==> src/rtl/mips_pkg.sv <==
// mips_pkg: shared MIPS core widths, instruction field slices and fetch-stage types
package mips_pkg;
    localparam int INSTR_W = 32;
    localparam int ADDR_W = 32;
    localparam logic [ADDR_W-1:0] RESET_VECTOR = 32'h0000_0000;
    localparam int OPC_MSB = 31;
    localparam int OPC_LSB = 26;
    localparam int RT_MSB = 20;
    localparam int RT_LSB = 16;
    localparam int RD_MSB = 15;
    localparam int RD_LSB = 11;
    typedef enum logic [1:0] {IDLE, WAIT, DROP} fetch_state_e;
    typedef struct packed {
        logic [INSTR_W-1:0] instr;
        logic [ADDR_W-1:0]  pc;
        logic [ADDR_W-1:0]  pc_plus4;
    } fetch_entry_t;
endpackage

==> src/rtl/fetch_queue.sv <==
// fetch_queue: shift-style instruction FIFO with registered head, same-cycle push/pop and flush
module fetch_queue import mips_pkg::*; #(
    parameter int DEPTH = 2
) (
    input  logic                         clk,
    input  logic                         rst_n,
    input  logic                         flush,
    input  logic                         push,
    input  logic                         pop,
    input  fetch_entry_t                 din,
    output fetch_entry_t                 head,
    output logic [$clog2(DEPTH+1)-1:0]   count
);
    localparam int CW = $clog2(DEPTH + 1);
    fetch_entry_t mem [DEPTH];
    fetch_entry_t mem_n [DEPTH];
    logic [CW-1:0] wr_idx;
    always_comb begin
        wr_idx = count - CW'(pop);
        for (int i = 0; i < DEPTH; i++) begin
            mem_n[i] = (pop && i < DEPTH - 1) ? mem[(i + 1) % DEPTH] : mem[i];
            if (push && CW'(i) == wr_idx) mem_n[i] = din;
        end
    end
    always_ff @(posedge clk or negedge rst_n) begin
        if (!rst_n) begin
            for (int i = 0; i < DEPTH; i++) mem[i] <= '0;
            count <= '0;
        end else begin
            for (int i = 0; i < DEPTH; i++) mem[i] <= mem_n[i];
            count <= flush ? '0 : count - CW'(pop) + CW'(push);
        end
    end
    assign head = mem[0];
endmodule

==> src/rtl/if_fetch_stage.sv <==
// if_fetch_stage: PC register, single-outstanding imem fetch FSM and 2-entry queue toward decode
module if_fetch_stage import mips_pkg::*; #(
    parameter logic [ADDR_W-1:0] RESET_PC = RESET_VECTOR,
    parameter int FIFO_DEPTH = 2
) (
    input  logic               clk,
    input  logic               rst_n,
    output logic               imem_req,
    output logic [ADDR_W-1:0]  imem_addr,
    input  logic               imem_ack,
    input  logic [INSTR_W-1:0] imem_rdata,
    output logic               out_valid,
    input  logic               out_ready,
    output logic [INSTR_W-1:0] out_instr,
    output logic [ADDR_W-1:0]  out_pc,
    output logic [ADDR_W-1:0]  out_pc_plus4,
    input  logic               redirect_valid,
    input  logic [ADDR_W-1:0]  redirect_pc
);
    localparam int CW = $clog2(FIFO_DEPTH + 1);
    fetch_state_e state, state_n;
    logic [ADDR_W-1:0] fetch_pc, req_pc;
    logic [CW-1:0] count;
    logic [CW:0] occ;
    logic push, pop, issue;
    fetch_entry_t din, head;
    assign out_valid = count != '0;
    assign pop = out_valid & out_ready;
    always_comb begin
        push = state == WAIT && imem_ack && !redirect_valid;
        occ = {1'b0, count} - (CW+1)'(pop) + (CW+1)'(push);
        // a fetch only leaves when its eventual response is guaranteed a queue slot
        issue = rst_n && !redirect_valid && (state == IDLE || (state == WAIT && imem_ack))
              && occ < (CW+1)'(FIFO_DEPTH);
        state_n = redirect_valid ? ((state == IDLE || imem_ack) ? IDLE : DROP)
                : issue ? WAIT : imem_ack ? IDLE : state;
    end
    always_ff @(posedge clk or negedge rst_n) begin
        if (!rst_n) begin
            state    <= IDLE;
            fetch_pc <= RESET_PC;
            req_pc   <= RESET_PC;
        end else begin
            state    <= state_n;
            fetch_pc <= redirect_valid ? (redirect_pc & ~ADDR_W'(3))
                      : issue ? fetch_pc + ADDR_W'(4) : fetch_pc;
            if (issue) req_pc <= fetch_pc;
        end
    end
    assign imem_req  = issue;
    assign imem_addr = fetch_pc;
    assign din = '{instr: imem_rdata, pc: req_pc, pc_plus4: req_pc + ADDR_W'(4)};
    fetch_queue #(.DEPTH(FIFO_DEPTH)) u_queue (
        .clk   (clk),
        .rst_n (rst_n),
        .flush (redirect_valid),
        .push  (push),
        .pop   (pop),
        .din   (din),
        .head  (head),
        .count (count)
    );
    assign out_instr    = head.instr;
    assign out_pc       = head.pc;
    assign out_pc_plus4 = head.pc_plus4;
endmodule

==> config.mk <==
export PLATFORM = sky130hd
export DESIGN_NAME = if_fetch_stage
export DESIGN_NICKNAME = d
export VERILOG_FILES = /design/src/rtl/mips_pkg.sv /design/src/rtl/fetch_queue.sv /design/src/rtl/if_fetch_stage.sv
export SDC_FILE = /design/constraint.sdc
export NUM_CORES = 1
export LEC_CHECK = 0
export CAP_MARGIN = 20
export CORE_MARGIN = 2
export CORE_UTILIZATION = 40
export CTS_CLUSTER_DIAMETER = 40
export DETAILED_ROUTE_END_ITERATION = 8
export SLEW_MARGIN = 10
export SYNTH_ARGS = -nofsm -noshare
export SYNTH_HDL_FRONTEND = slang
export SYNTH_SLANG_ARGS = --single-unit
==> constraint.sdc <==
create_clock -name clk -period 4.2 [get_ports clk]
set_input_delay 0.63 -clock clk [delete_from_list [all_inputs] [get_ports clk]]
set_output_delay 0.63 -clock clk [all_outputs]
set_load 0.01 [all_outputs]
Yosys cells after proc, flatten, opt, wreduce, memory -nomap -nowiden:

Cells that the tools add are included.

* add/sub/neg operators: 6
* order comparisons: 1
* eq/ne operators: 2
* mux-type cells: 9
* bitwise operators: 1
* reductions and logical operators: 16

Operators by type and width (count)
* 96-bit two-way mux: 2
* 32-bit by 3-bit adder with 32-bit output (second input constant): 2
* 32-bit two-way mux: 2
* 2-bit two-way mux: 5
* 1-bit logical AND: 7
* 2-bit nonzero test: 3
* 2-bit logical NOT: 2
* 3-bit by 1-bit adder with 3-bit output: 1
* 3-bit by 2-bit < comparator with 1-bit output (second input constant): 1
* 3-bit nonzero test: 1
* 2-bit by 1-bit subtractor with 3-bit output: 1
* 2-bit by 1-bit adder with 2-bit output: 1
* 1-bit by 2-bit == test with 1-bit output (first input constant): 1
* 2-bit by 1-bit == test with 1-bit output (second input constant): 1
* 1-bit logical OR: 2
* 2-bit by 1-bit subtractor with 2-bit output: 1
* 1-bit bitwise AND: 1
* 1-bit logical NOT: 1

* flip-flop bits (word level): 260
* bits of input ports: 69
* output and inout bits: 130
* word-level logic and storage cells: 45

Logic depth before layout (Yosys ltp):

Gate-level depths: netlist of the first run.

* word-level depth: 8
* mapped depth: 17
* depth with buffers taken out: 13

Modules after synthesis:

A second synthesis of the first run with hierarchy kept.

* cell total of the unflattened synthesis: 1164
* area total of the unflattened synthesis: 12639.6 µm²

Modules (own cells, without submodules)
* fetch_queue: times used 1, cells an instance 727, area each 8959.8 µm²
* if_fetch_stage: times used 1, cells an instance 437, area each 3679.8 µm²

Worst setup path before layout of the first run:

OpenSTA, ideal clock, no wires.

* path kind: register -> output
* from: register u_queue.count[1]
* to: output imem_req
* arrival: 3.232 ns
* data required time: 3.570 ns
* path slack: 0.338 ns
* stages on the path, launching flop included: 16
* buffers on the path: 5
* path through: dfrtp_1 or2_2 nand2_1 buf_2 inv_1 clkbuf_1 ha_1 inv_1 nand2_1 fa_1 xor2_1 or3_1 clkbuf_1 inv_2 buf_2 buf_2

* word-level cells in the longest chain between the ends: 6

RTL lines
* from (decl): RTL line fetch_queue.sv:12 `output logic [$clog2(DEPTH+1)-1:0] count`
* from (signal assigned): RTL line fetch_queue.sv:31 `count <= flush ? '0 : count - CW'(pop) + CW'(push);`
* 2-bit nonzero test: RTL line if_fetch_stage.sv:27 `assign out_valid = count != '0;`
* named net out_valid: RTL line if_fetch_stage.sv:12 `output logic out_valid,`
* 1-bit bitwise AND: RTL line if_fetch_stage.sv:28 `assign pop = out_valid & out_ready;`
* 2-bit by 1-bit subtractor with 3-bit output: RTL line if_fetch_stage.sv:31 `occ = {1'b0, count} - (CW+1)'(pop) + (CW+1)'(push);`
* 3-bit by 1-bit adder with 3-bit output: RTL line if_fetch_stage.sv:31
* 3-bit by 2-bit < comparator with 1-bit output: RTL line if_fetch_stage.sv:34 `&& occ < (CW+1)'(FIFO_DEPTH);`
* 1-bit logical AND: RTL line if_fetch_stage.sv:34
* to (decl): RTL line if_fetch_stage.sv:8 `output logic imem_req,`

The timed path passes the listed nets, and every way through them passes these cells.

Worst setup path in the final report of the first run:

* from: register u_queue.count[1]
* to: output imem_req

* word-level cells in the longest chain between the ends: 6

RTL lines (RTL line)
* 2-bit nonzero test: if_fetch_stage.sv:27
* 1-bit bitwise AND: if_fetch_stage.sv:28
* 2-bit by 1-bit subtractor with 3-bit output *: if_fetch_stage.sv:31
* 3-bit by 1-bit adder with 3-bit output *: if_fetch_stage.sv:31
* 3-bit by 2-bit < comparator with 1-bit output *: if_fetch_stage.sv:34
* 1-bit logical AND *: if_fetch_stage.sv:34

Mark *: on every way between the ends. The rest lies on a longest branch, timed or not.

==> impl_metrics.ini, run 1 <==
[outcome]
status = completed

[timing]
finalWorstPathRequiredPeriod_ns = 3.92
fin_worst_skew_ns = 0.0109
finalSetupViolations = 0
whs_ns = 0.480
transition_time_at_the_pin_with_the_least_slew_margin_ns = 0.918
rsz_0062_raised_after_global_routing = no
fmax_mhz = 255
slew_headroom_pct = 38.8
count_of_final_max_slew_check_failures = 0
finalHoldViolCount = 0
share_of_the_clock_period_used_by_the_worst_path_after_layout_pct = 93.4
finalSetupTns_ns = 0

[finish]
finalNonFillerCells = 1688
layout.core_utilization_pct = 50.1
drive_above_1_share_pct = 12.9
syn_to_final_growth_pct = 22.9
antenna-diode-count = 0
nFillCells = 2756
num-nets-final = 1344

[synthesis]
postSynthRegisterBits = 248
synth_top_area_cell = sky130_fd_sc_hd__dfrtp_1
ys_dominant_reg_cell = sky130_fd_sc_hd__dfrtp_1
syn_area_um2 = 12100
syn_area_per_cell_um2 = 10.2
synth-edff-count = 0
share_of_synthesized_registers_carrying_an_async_set_or_reset_pct = 100
sequential_share_of_the_synthesized_area_pct = 51.1
synthCells = 1196
synth_top_area_share_pct = 51.1
synthesis.yosys.warnings = 0
netlist_top_cells_area = sky130_fd_sc_hd__dfrtp_1 (51%), sky130_fd_sc_hd__nand2_1 (6.9%), sky130_fd_sc_hd__mux2_2 (6.3%)
yosysUniqueCellTypes = 57

[grt]
largest_net_degree_at_the_start_of_global_routing = 158
first_global_vias = 8625
globalRouteTotalUtil_pct = 18.4
grt_remaining_overflow = 0
antenna_found_initial = 0
global_route_wire_length_before_repair_um = 46500

[setup_path]
critPathRequiredTime_ns = 3.57
cp_data_arrival_time_ns = 3.29
worstPathCellList = or2_2, nand2_4, inv_1, ha_1, inv_1, nand2_1, fa_1, nand4bb_1, or3_2, inv_2, dlygate4sd2_1
cp_slowest_stage_delay_ns = 0.49
cp_slowest_cell = sky130_fd_sc_hd__fa_1
setup.worst_path.class = flip-flop to output pin
cp-end-kind = output pin
start_kind = flip-flop
cp_max_fo = 4
critical-path-top-cell-by-count = sky130_fd_sc_hd__inv_1

[cts]
tritoncts = built
htreeDepth = 2
cts.path.max_buffers = 3
numClockSinks = 248
clk_pin_slew_ns = 0.05
total_cts_buffers = 39
clock_insertion_delay_at_the_later_pin_of_the_skew_report_ns = 0.52
cts_root_buf = sky130_fd_sc_hd__clkbuf_16

[run]
drv.max_cap_violation_count = 0

[detailed_routing]
wl_per_cell_um = 17.0
route.vias.total = 8827
drt-initial-drc-count = 658
drt_pass1_iterations = 5
routed_wl_um = 28800
post_route_drc = 0
postRouteAntennaNets = 0
route.detailed.vias_per_inst = 5.23

[pwr]
cellPowerDensity_nw_per_um2 = 675
total_power_after_layout_mw = 10.1
worst_supply_voltage_drop_on_vdd_mv = 0.373
power.leakage_nw = 6.96

[floorplanning]
initial_utilization_pct = 40.8
die_height_um = 178
top_level_ports = 199
die-width_um = 178
area_of_the_core_um2 = 29800
rows = 63
fp.dieArea_um2 = 31800

[placement]
place.detailed.instances = 1617
globalplace.congestion = 0.765
buffer_ports.inserted = 190
dp_wirelength_um = 18400

[worst_hold_path]
hold_path_class = flip-flop to flip-flop
## final cells by class
| class | instances | area [um^2] | share of cell area (%) |
|---|---|---|---|
| inverters | 13 | 48.8 | 0.327 |
| clock buffers | 51 | 1100 | 7.39 |
| well taps | 390 | 488 | 3.27 |
| repair buffers | 205 | 2060 | 13.8 |
| clock inverters | 19 | 164 | 1.10 |
| multi-input cells | 762 | 4850 | 32.5 |
| flip-flops and latches | 248 | 6210 | 41.6 |
## state kept, by name (all words and copies together), names as in the netlist
signal / cells
imem_addr: 30
u_queue.mem: 92
req_pc: 30
u_queue.head: 92
state: 2
u_queue.count: 2
## worst max-delay path: cells and delay by family (launching register included)
family / cells / cell delay (ns)
AND/OR/NAND/NOR: 5 / 1.05
adder cells (fa/ha/maj): 2 / 0.78
buffers and inverters: 4 / 0.52
flip-flops: 1 / 0.44
## path summary, 6_finish.rpt
check	startpoint	depth (start not counted)	slack (ns)	to
worst min-delay path	u_queue.mem[16]$_DFFE_PN0P_	2	0.48	u_queue.mem[16]$_DFFE_PN0P_
worst max register to register	u_queue.count[1]$_DFF_PN0_	15	0.45	imem_addr[13]$_DFFE_PN0P_
max in group asynchronous	rst_n	3	2.40	u_queue.head[68]$_DFFE_PN0P_
worst max-delay path	u_queue.count[1]$_DFF_PN0_	11	0.28	imem_req
min in group asynchronous	rst_n	2	0.57	u_queue.head[90]$_DFFE_PN0P_
worst min register to register	u_queue.mem[16]$_DFFE_PN0P_	2	0.48	u_queue.mem[16]$_DFFE_PN0P_
## metrics by stage
step	area (um^2)	setup WS, ns
global route	14900	0.118
detailed placement	13600	0.0188
floorplan	12200	0.338
finish	14900	0.275
CTS	14900	0.217
global placement	13600	-0.0415
## synth_stat cells, types with 2 or more instances
master                     count
sky130_fd_sc_hd__o21ai_0     112
sky130_fd_sc_hd__nor4_4        2
sky130_fd_sc_hd__dfrtp_1     248
sky130_fd_sc_hd__a21oi_1      27
sky130_fd_sc_hd__o21ai_1       7
sky130_fd_sc_hd__a21oi_2       3
sky130_fd_sc_hd__inv_1        12
sky130_fd_sc_hd__or2_2         2
sky130_fd_sc_hd__nor2b_1       3
sky130_fd_sc_hd__nand2b_1      2
sky130_fd_sc_hd__mux2_2       68
sky130_fd_sc_hd__xor2_1       11
sky130_fd_sc_hd__and2_1       25
sky130_fd_sc_hd__a22oi_1       4
sky130_fd_sc_hd__nor4_1        4
sky130_fd_sc_hd__buf_2        24
sky130_fd_sc_hd__xnor2_1      20
sky130_fd_sc_hd__nand2_1     224
sky130_fd_sc_hd__o311ai_0      9
sky130_fd_sc_hd__o31ai_1       2
sky130_fd_sc_hd__nand4_1      19
sky130_fd_sc_hd__ha_1          5
sky130_fd_sc_hd__o211ai_1      8
sky130_fd_sc_hd__or4_1         3
sky130_fd_sc_hd__mux2i_1      72
sky130_fd_sc_hd__a21o_1        5
sky130_fd_sc_hd__a31oi_1       3
sky130_fd_sc_hd__nand3_1      33
sky130_fd_sc_hd__buf_4        98
sky130_fd_sc_hd__buf_1         9
sky130_fd_sc_hd__nor3_1       14
sky130_fd_sc_hd__and3_1        9
sky130_fd_sc_hd__nor2_1       18
sky130_fd_sc_hd__a211oi_1     20
sky130_fd_sc_hd__or3_1         2
sky130_fd_sc_hd__nor4_2        3
sky130_fd_sc_hd__a41oi_1       2
sky130_fd_sc_hd__clkbuf_1     45
## routing by layer
layer,vias to the layer above,share of wire [%],track usage (%)
met5,-,0,0
met4,0,2.5,6.40
met3,55,7.6,4.37
met2,307,42,26.5
met1,4269,48,26.9
li1,4196,-,-
## power by group
part / total [mW] / internal, mW / switching, mW
Combinational: 3.09 / 1.57 / 1.52
Clock: 3.07 / 1.92 / 1.15
Sequential: 3.92 / 3.16 / 0.757
Total: 10.1 / 6.66 / 3.42
## kinds of logic (layout without fill, tap and decap cells)
logic type / count (synthesis) / after routing / synth area share (%)
other: 1 / 6 / 0.0309
buffers and inverters: 191 / 288 / 9.25
muxes: 140 / 140 / 12.2
and+or+nand+nor: 370 / 370 / 14.4
AOI/OAI and AO/OA: 209 / 209 / 10.1
xor gates and xnor gates: 31 / 31 / 2.24
adders and majority gates: 6 / 6 / 0.680
DFF: 248 / 248 / 51.1
## placed cells by master (no fill, tap or decap), types with 9 or more instances in the layout
cell type	n
sky130_fd_sc_hd__a211oi_1	20
sky130_fd_sc_hd__dfrtp_1	247
sky130_fd_sc_hd__nand2_1	223
sky130_fd_sc_hd__and3_1	9
sky130_fd_sc_hd__nor3_1	13
sky130_fd_sc_hd__clkbuf_16	40
sky130_fd_sc_hd__nand4_1	19
sky130_fd_sc_hd__nor2_1	18
sky130_fd_sc_hd__o21ai_0	112
sky130_fd_sc_hd__xnor2_1	20
sky130_fd_sc_hd__a21oi_1	27
sky130_fd_sc_hd__and2_1	25
sky130_fd_sc_hd__xor2_1	11
sky130_fd_sc_hd__inv_1	12
sky130_fd_sc_hd__o311ai_0	9
sky130_fd_sc_hd__buf_4	11
sky130_fd_sc_hd__mux2_2	68
sky130_fd_sc_hd__nand3_1	33
sky130_fd_sc_hd__clkdlybuf4s50_1	188
sky130_fd_sc_hd__mux2i_1	72
## what timing repair did
| item | CTS | global route |
|---|---|---|
| setup buffers | 0 | 0 |
| setup endpoints to repair | 1 | 0 |
| gates resized for setup | 2 | 0 |
| hold endpoints to repair | 19 | 0 |
| hold buffers | 1 | 0 |
Power figures use the tool's default switching activity.
==> inputs of run 2 (changes only) <==
--- a/config.mk
+++ b/config.mk
@@ -10,6 +10,7 @@
 export CORE_UTILIZATION = 40
 export CTS_CLUSTER_DIAMETER = 40
 export DETAILED_ROUTE_END_ITERATION = 8
+export GPL_ROUTABILITY_DRIVEN = 0
 export SLEW_MARGIN = 10
 export SYNTH_ARGS = -nofsm -noshare
 export SYNTH_HDL_FRONTEND = slang
==> results of run 2 <==
Same layout as run 1: the final DEF is identical, and so are final timing and power.
